<file path="config.mk">
export PLATFORM = sky130hd
export DESIGN_NAME = ram_burst_master
export DESIGN_NICKNAME = d
export VERILOG_FILES = /design/src/rtl/ram_burst_master.sv
export SDC_FILE = /design/constraint.sdc
export NUM_CORES = 1
export LEC_CHECK = 0
export BUFFER_PORTS_ARGS = -buffer_cell sky130_fd_sc_hd__buf_2
export CORE_UTILIZATION = 49
export CTS_BUF_LIST = sky130_fd_sc_hd__clkbuf_4 sky130_fd_sc_hd__clkbuf_8
export CTS_CLUSTER_DIAMETER = 40
export DETAILED_ROUTE_END_ITERATION = 7
export PLACE_DENSITY = 0.88
export SLEW_MARGIN = 20
export SYNTH_ARGS = -nofsm -noshare
export SYNTH_HDL_FRONTEND = slang
export SYNTH_SLANG_ARGS = --single-unit
</file>
<file path="constraint.sdc">
create_clock -name clk -period 2.7 [get_ports clk]
set_input_delay 0.54 -clock clk [delete_from_list [all_inputs] [get_ports clk]]
set_output_delay 0.54 -clock clk [all_outputs]
set_load 0.03 [all_outputs]
</file>
<file path="src/rtl/ram_burst_master.sv">
// ram_burst_master
//
// Burst initiator for the single-port 16x16 data RAM. It takes one read or write burst command
// over a valid/ready handshake. It sequences the RAM enables, address and write data one beat
// at a time. Write data arrives and read data leaves on their own valid/ready streams. This
// block is the only driver of the RAM ports.
//
// Ports
//   clk          clock; all state updates on the rising edge
//   rst          synchronous active-high reset; aborts any burst in flight
//   i_cmd_valid  command present
//   o_cmd_ready  command accepted when i_cmd_valid && o_cmd_ready (high only in idle)
//   i_cmd_write  1 = write burst, 0 = read burst
//   i_cmd_addr   burst start address
//   i_cmd_len    beats minus one (0 -> 1 beat, 2^ADSize-1 -> 2^ADSize beats)
//   i_wr_valid   write beat present
//   o_wr_ready   write beat consumed when i_wr_valid && o_wr_ready
//   i_wr_data    write beat data
//   o_rd_valid   read beat present
//   i_rd_ready   read beat consumed when o_rd_valid && i_rd_ready
//   o_rd_data    registered read beat data, stable while o_rd_valid waits for i_rd_ready
//   o_busy       high whenever the FSM is not idle
//   o_done       one-cycle pulse after the last beat of a burst completes
//   o_en_write   RAM write enable
//   o_en_read    RAM read enable
//   o_addr       RAM address (registered beat address)
//   o_dmin       RAM write data
//   i_dmout      RAM read data, valid the cycle after o_en_read
//
// Beat address increments modulo 2^ADSize, so a burst may wrap from the top of the RAM to 0.
// A read beat takes at least three cycles: issue, wait for the RAM, present to the consumer.

module ram_burst_master #(
    parameter int unsigned ADSize = 4,
    parameter int unsigned DASize = 16
) (
    input  logic              clk,
    input  logic              rst,
    // command channel
    input  logic              i_cmd_valid,
    output logic              o_cmd_ready,
    input  logic              i_cmd_write,
    input  logic [ADSize-1:0] i_cmd_addr,
    input  logic [ADSize-1:0] i_cmd_len,
    // write data stream
    input  logic              i_wr_valid,
    output logic              o_wr_ready,
    input  logic [DASize-1:0] i_wr_data,
    // read data stream
    output logic              o_rd_valid,
    input  logic              i_rd_ready,
    output logic [DASize-1:0] o_rd_data,
    // status
    output logic              o_busy,
    output logic              o_done,
    // RAM side
    output logic              o_en_write,
    output logic              o_en_read,
    output logic [ADSize-1:0] o_addr,
    output logic [DASize-1:0] o_dmin,
    input  logic [DASize-1:0] i_dmout
);

    typedef enum logic [2:0] {
        StIdle    = 3'd0,
        StWr      = 3'd1,
        StRdIssue = 3'd2,
        StRdWait  = 3'd3,
        StRdOut   = 3'd4,
        StDone    = 3'd5
    } state_e;

    state_e              r_state;
    state_e              w_state_next;
    logic [ADSize-1:0]   r_addr;
    logic [ADSize-1:0]   w_addr_next;
    logic [ADSize-1:0]   r_cnt;
    logic [ADSize-1:0]   w_cnt_next;
    logic [DASize-1:0]   r_rd_data;
    logic [DASize-1:0]   w_rd_data_next;

    // ------------------------------------------------------------------------------------------
    // State register
    // ------------------------------------------------------------------------------------------
    always_ff @(posedge clk) begin
        if (rst) begin
            r_state   <= StIdle;
            r_addr    <= '0;
            r_cnt     <= '0;
            r_rd_data <= '0;
        end else begin
            r_state   <= w_state_next;
            r_addr    <= w_addr_next;
            r_cnt     <= w_cnt_next;
            r_rd_data <= w_rd_data_next;
        end
    end

    // ------------------------------------------------------------------------------------------
    // Next-state logic
    // ------------------------------------------------------------------------------------------
    always_comb begin
        w_state_next   = r_state;
        w_addr_next    = r_addr;
        w_cnt_next     = r_cnt;
        w_rd_data_next = r_rd_data;

        unique case (r_state)
            StIdle: begin
                // The command is only sampled here. A command offered while busy is not queued.
                if (i_cmd_valid) begin
                    w_addr_next  = i_cmd_addr;
                    w_cnt_next   = i_cmd_len;
                    w_state_next = i_cmd_write ? StWr : StRdIssue;
                end
            end

            StWr: begin
                if (i_wr_valid) begin
                    if (r_cnt == '0) begin
                        w_state_next = StDone;
                    end else begin
                        w_cnt_next  = r_cnt - ADSize'(1);
                        w_addr_next = r_addr + ADSize'(1);
                    end
                end
            end

            StRdIssue: begin
                w_state_next = StRdWait;
            end

            StRdWait: begin
                // The RAM presents data one cycle after the enable. Capture it here so the
                // consumer sees a stable value for as long as it stalls.
                w_rd_data_next = i_dmout;
                w_state_next   = StRdOut;
            end

            StRdOut: begin
                if (i_rd_ready) begin
                    if (r_cnt == '0) begin
                        w_state_next = StDone;
                    end else begin
                        w_cnt_next   = r_cnt - ADSize'(1);
                        w_addr_next  = r_addr + ADSize'(1);
                        w_state_next = StRdIssue;
                    end
                end
            end

            StDone: begin
                w_state_next = StIdle;
            end

            default: begin
                w_state_next = StIdle;
            end
        endcase
    end

    // ------------------------------------------------------------------------------------------
    // Outputs
    // ------------------------------------------------------------------------------------------
    always_comb begin
        o_cmd_ready = 1'b0;
        o_wr_ready  = 1'b0;
        o_rd_valid  = 1'b0;
        o_done      = 1'b0;
        o_en_write  = 1'b0;
        o_en_read   = 1'b0;

        unique case (r_state)
            StIdle:    o_cmd_ready = 1'b1;
            StWr: begin
                o_wr_ready = 1'b1;
                // The write happens in the same cycle as the handshake, so a stalled source
                // writes nothing.
                o_en_write = i_wr_valid;
            end
            StRdIssue: o_en_read  = 1'b1;
            StRdWait:  o_en_read  = 1'b0;
            StRdOut:   o_rd_valid = 1'b1;
            StDone:    o_done     = 1'b1;
            default:   o_cmd_ready = 1'b0;
        endcase
    end

    assign o_busy    = (r_state != StIdle);
    assign o_addr    = r_addr;
    assign o_dmin    = i_wr_data;
    assign o_rd_data = r_rd_data;

`ifndef SYNTHESIS
    // The RAM has a single port and cannot read and write in the same cycle.
    always_ff @(posedge clk) begin
        if (!rst) begin
            assert (!(o_en_read && o_en_write));
        end
    end
`endif

endmodule
</file>
Yosys cells after proc, flatten, opt, wreduce, memory -nomap -nowiden
Index checks and enable logic that the tools add are counted.
{"block": "totals", "regBits": 27, "rom_bits": 0, "memories": 0, "inputBits": 46, "elab_cells": 44, "latchBits": 0, "ram_bits": 0, "output_inout_bits": 43}
{"block": "classes", "addsub": 2, "n_reduce_logical": 6, "n_mul": 0, "bitwise": 0, "eq_ne": 9, "n_mux": 23, "div_mod_pow": 0, "magnitude_cmp": 0, "shift": 0}
{"operator": "$mux 4", "count": 8}
{"operator": "$pmux 4 s3", "count": 2}
{"operator": "$mux 3", "count": 5}
{"operator": "$pmux 3 s5", "count": 1}
{"operator": "$ne 2x2->1 const B", "count": 4}
{"operator": "$reduce_and 4->1", "count": 2}
{"operator": "$eq 3x2->1 const B", "count": 2}
{"operator": "$eq 3x3->1 const B", "count": 2}
{"operator": "$mux 1", "count": 6}
{"operator": "$reduce_bool 3->1", "count": 2}
{"operator": "$add 4x1->4 const B", "count": 1}
{"operator": "$logic_not 4->1", "count": 1}
{"operator": "$sub 4x1->4 const B", "count": 1}
{"operator": "$eq 3x1->1 const B", "count": 1}
{"operator": "$logic_not 3->1", "count": 1}
{"operator": "$mux 2", "count": 1}

Depth between registers and ports, before layout
{"block": "logic_depth", "word_depth": 4, "depth_mapped": 7, "ltp_nobuf": 6}

Worst setup path before layout
No wires, ideal clock.
{"block": "synth_path", "path_kind": "register to output", "startpoint": "reg r_state[0]", "endpoint": "out o_wr_ready", "n_path_buf": 2, "setup_slack_ns": 0.680, "arrival_ns": 1.480, "path_stages_with_launch": 4, "required_ns": 2.160, "cell_sequence": "dfxtp_1 > buf_6 > clkbuf_1 > nor3b_1"}
{"block": "synth_between", "elab_chain_cells": 2}
{"item": "from (decl)", "line": "73", "source": "state_e r_state;"}
{"item": "from (signal assigned)", "line": "87", "source": "r_state <= StIdle;"}
{"item": "from (signal assigned)", "line": "92", "source": "r_state <= w_state_next;"}
{"item": "$eq 3x1->1", "line": "173", "source": "unique case (r_state)"}
{"item": "$mux 1", "line": "173"}
{"item": "to (decl)", "line": "47", "source": "output logic o_wr_ready,"}
Every way passes these cells.

Worst setup path after layout
{"block": "layout_path", "startpoint": "reg r_state[2]", "endpoint": "out o_rd_valid"}
{"block": "layout_between", "elab_chain_cells": 2}
{"item": "$eq 3x3->1", "line": "173"}
{"item": "$mux 1", "line": "173"}
{"item": "to (decl)", "line": "50", "source": "output logic o_rd_valid,"}
Every way passes these cells.

==> qor.yml <==
run_status:
  status: "completed"
grt:
  grt_pass1_vias: 1171
  antenna_found_initial: 0
  grt_max_degree: 32
  gr-total-overflow: 0
  grt_pass1_wl_mm: 4.95
  grt.total_usage_pct: 18.9
floorplan:
  core-area_sq_um: 3050
  die_w_um: 58.6
  dieHeight_um: 58.6
  num_io_pins: 89
  fp.dieArea_sq_um: 3430
  start_util_pct: 51.4
  std_cell_rows: 20
synth:
  synth_top_family_by_area: "simple AND/OR/NAND/NOR gates"
  seq_area_frac_synth_pct: 34.4
  synthXorXnorAreaFrac_pct: 1.75
  syn_area_sq_um: 1570
  yosysUniqueCellTypes: 44
  synth_mux_area_share_pct: 0.638
  synth_edf_count: 0
  synth_top_area_share_pct: 34.4
  syn_nets: 235
  synthTopCellsByArea: "dfxtp_1, nand2_1, buf_4"
  netlist_instances: 187
  yosysTopAreaCell: "dfxtp_1"
  synth_compound_area_share_pct: 23.5
  yosys.area_share.simple_pct: 24.6
  synth_ff_type: "dfxtp_1"
  synthAdderAreaFrac_pct: 1.59
  syn_area_per_cell_sq_um: 8.39
  synthArstFlopShare_pct: 0
  ys_ff_latch: 27
  yosys_warnings: 0
  synth_common_cells: "nand2_1, dfxtp_1, a21oi_1"
  synthMostInstantiatedCell: "nand2_1"
hold_path:
  hold_start: "i_dmout[0]"
  min_path_type: "input pin to flop"
  holdPathStages: 3
  hold_path_end: "o_rd_data[0]"
sta:
  rsz0062_at_grt: "false"
  fin_tns_setup_ns: 0
  period_needed_ns: 2.26
  slew-limit-headroom_pct: 54.0
  worst_slew_pin_slew_ns: 0.689
  hold_viol_final: 0
  timing.fmax_mhz: 442
  slew_viol_final: 0
  fin_worst_skew_ns: 0.00203
  fin_crit_sh_pct: 83.8
  setup_viol: 0
placed_design:
  hpwl_mm: 2.37
  port-buffer-count: 56
  place_congestion: 0.786
  dpl_cell_area_sq_um: 1710
cts:
  htree_levels: 1
  cts_setup_buffers: 0
  ctsHoldBuffers: 0
  clock-sinks: 27
  cts_buffer_depth: 2
  clk_pin_slew_ns: 0.14
  cts_tree: "built"
  insertion_delay_ns: 0.32
  cts_buffers: 3
  cts_root_buf: "clkbuf_4"
  cts-resized-gates: 0
routing:
  routed_wl_mm: 3.20
  dr.first_iter.drc_count: 70
  vias: 1345
  drtPass1Iterations: 4
  drc: 0
  drtAntennaViolNets: 0
  vias_per_cell: 5.11
  wl_per_cell_um: 12.2
final_layout:
  finalNetCount: 268
  syn_to_final_growth_pct: 10.7
  n_antenna_cell: 0
  drive_gt1_share_pct: 37.0
  final_area_sq_um: 1740
setup_path:
  reg2reg_depth: 4
  cp-start-kind: "flop"
  crit_required_ns: 2.16
  cp.arrival_ns: 1.72
  setup.worst_path.class: "flop to output port"
  end_kind: "output port"
  reg2reg_slack_ns: 0.78
  timing.rr.end: "r_cnt[0]"
  cp_max_fo: 11
  regToRegStartpoint: "r_state[0]"
pwr:
  vdd_drop_max_mv: 0.527
  cellLeakagePower_nw: 0.716
  p_per_area_nw_per_um2: 805
run:
  cap_violations: 0
## worst max path at each step
stage                 endpoint  slack, ns       start  depth (start not counted)
floorplan           o_wr_ready       0.68  r_state[0]                          3
global placement    o_rd_valid       0.84  r_state[2]                          3
detailed placement  o_rd_valid       0.81  r_state[2]                          3
CTS                 o_rd_valid       0.43  r_state[2]                          3
global route        o_en_write       0.24  r_state[0]                          3
finish              o_rd_valid       0.44  r_state[2]                          3
## cells in the final DEF (no fill, tap or decap), types with 3 or more instances in the layout
cell / n
nand2b_1: 4
inv_1: 4
nor3_1: 7
buf_2: 56
dfxtp_1: 27
nor2_1: 5
nand2_2: 3
a21oi_1: 23
a21oi_2: 5
nand2_1: 35
o32ai_1: 4
clkbuf_4: 3
## per-layer routing
| layer | GRT usage (%) | wire (um) |
|---|---|---|
| met1 | 22.6 | 1510 |
| met2 | 33.7 | 1510 |
| met3 | 4.62 | 153 |
| met4 | 5.44 | 27 |
| met5 | 0 | 0 |
## sequential cells by signal, summed over array words and instances (netlist names)
name       cells
r_state        3
r_cnt          4
o_addr         4
o_rd_data     16
## worst max-delay path, stage by stage, from the launching register on
cell and delay (ns):
dfxtp_1 0.66, nor2b_1 0.33, nor2b_1 0.19, buf_2 0.22
## cell type report
type | instances | area (sq um)
Tap cell | 44 | 55.1
Sequential cell | 27 | 541
Inverter | 4 | 15.0
Clock inverter | 1 | 5.00
Clock buffer | 3 | 22.5
Fill cell | 303 | 1320
Timing Repair Buffer | 56 | 280
Multi-Input combinational cell | 128 | 818
## kinds of logic after synthesis
logic type / after synthesis
xor+xnor: 1
buf+inv: 32
flops: 27
mux: 1
compound gates: 50
simple gates: 74
fa+ha+maj: 2
## through the flow
stage               hold slack [ns]  setup slack, ns  cells  total power, mW  utilization (%)
detailed placement            0.444            0.814    259             1.23             56.0
floorplan                     0.479            0.680    187             1.15                -
CTS                           0.431            0.432    263             1.40             56.9
global route                  0.416            0.243    263             1.49             56.9
global placement              0.439            0.845    259             1.22             56.0
finish                        0.436            0.437    263             1.40             56.9
## where the power goes
part,leakage [nW],total [mW],switching [mW],internal [mW]
combinational,0.479,0.692,0.419,0.273
sequential,0.219,0.534,0.0820,0.452
clock,0.0177,0.172,0.116,0.0555
No activity file was read; power rests on OpenSTA's default activity.
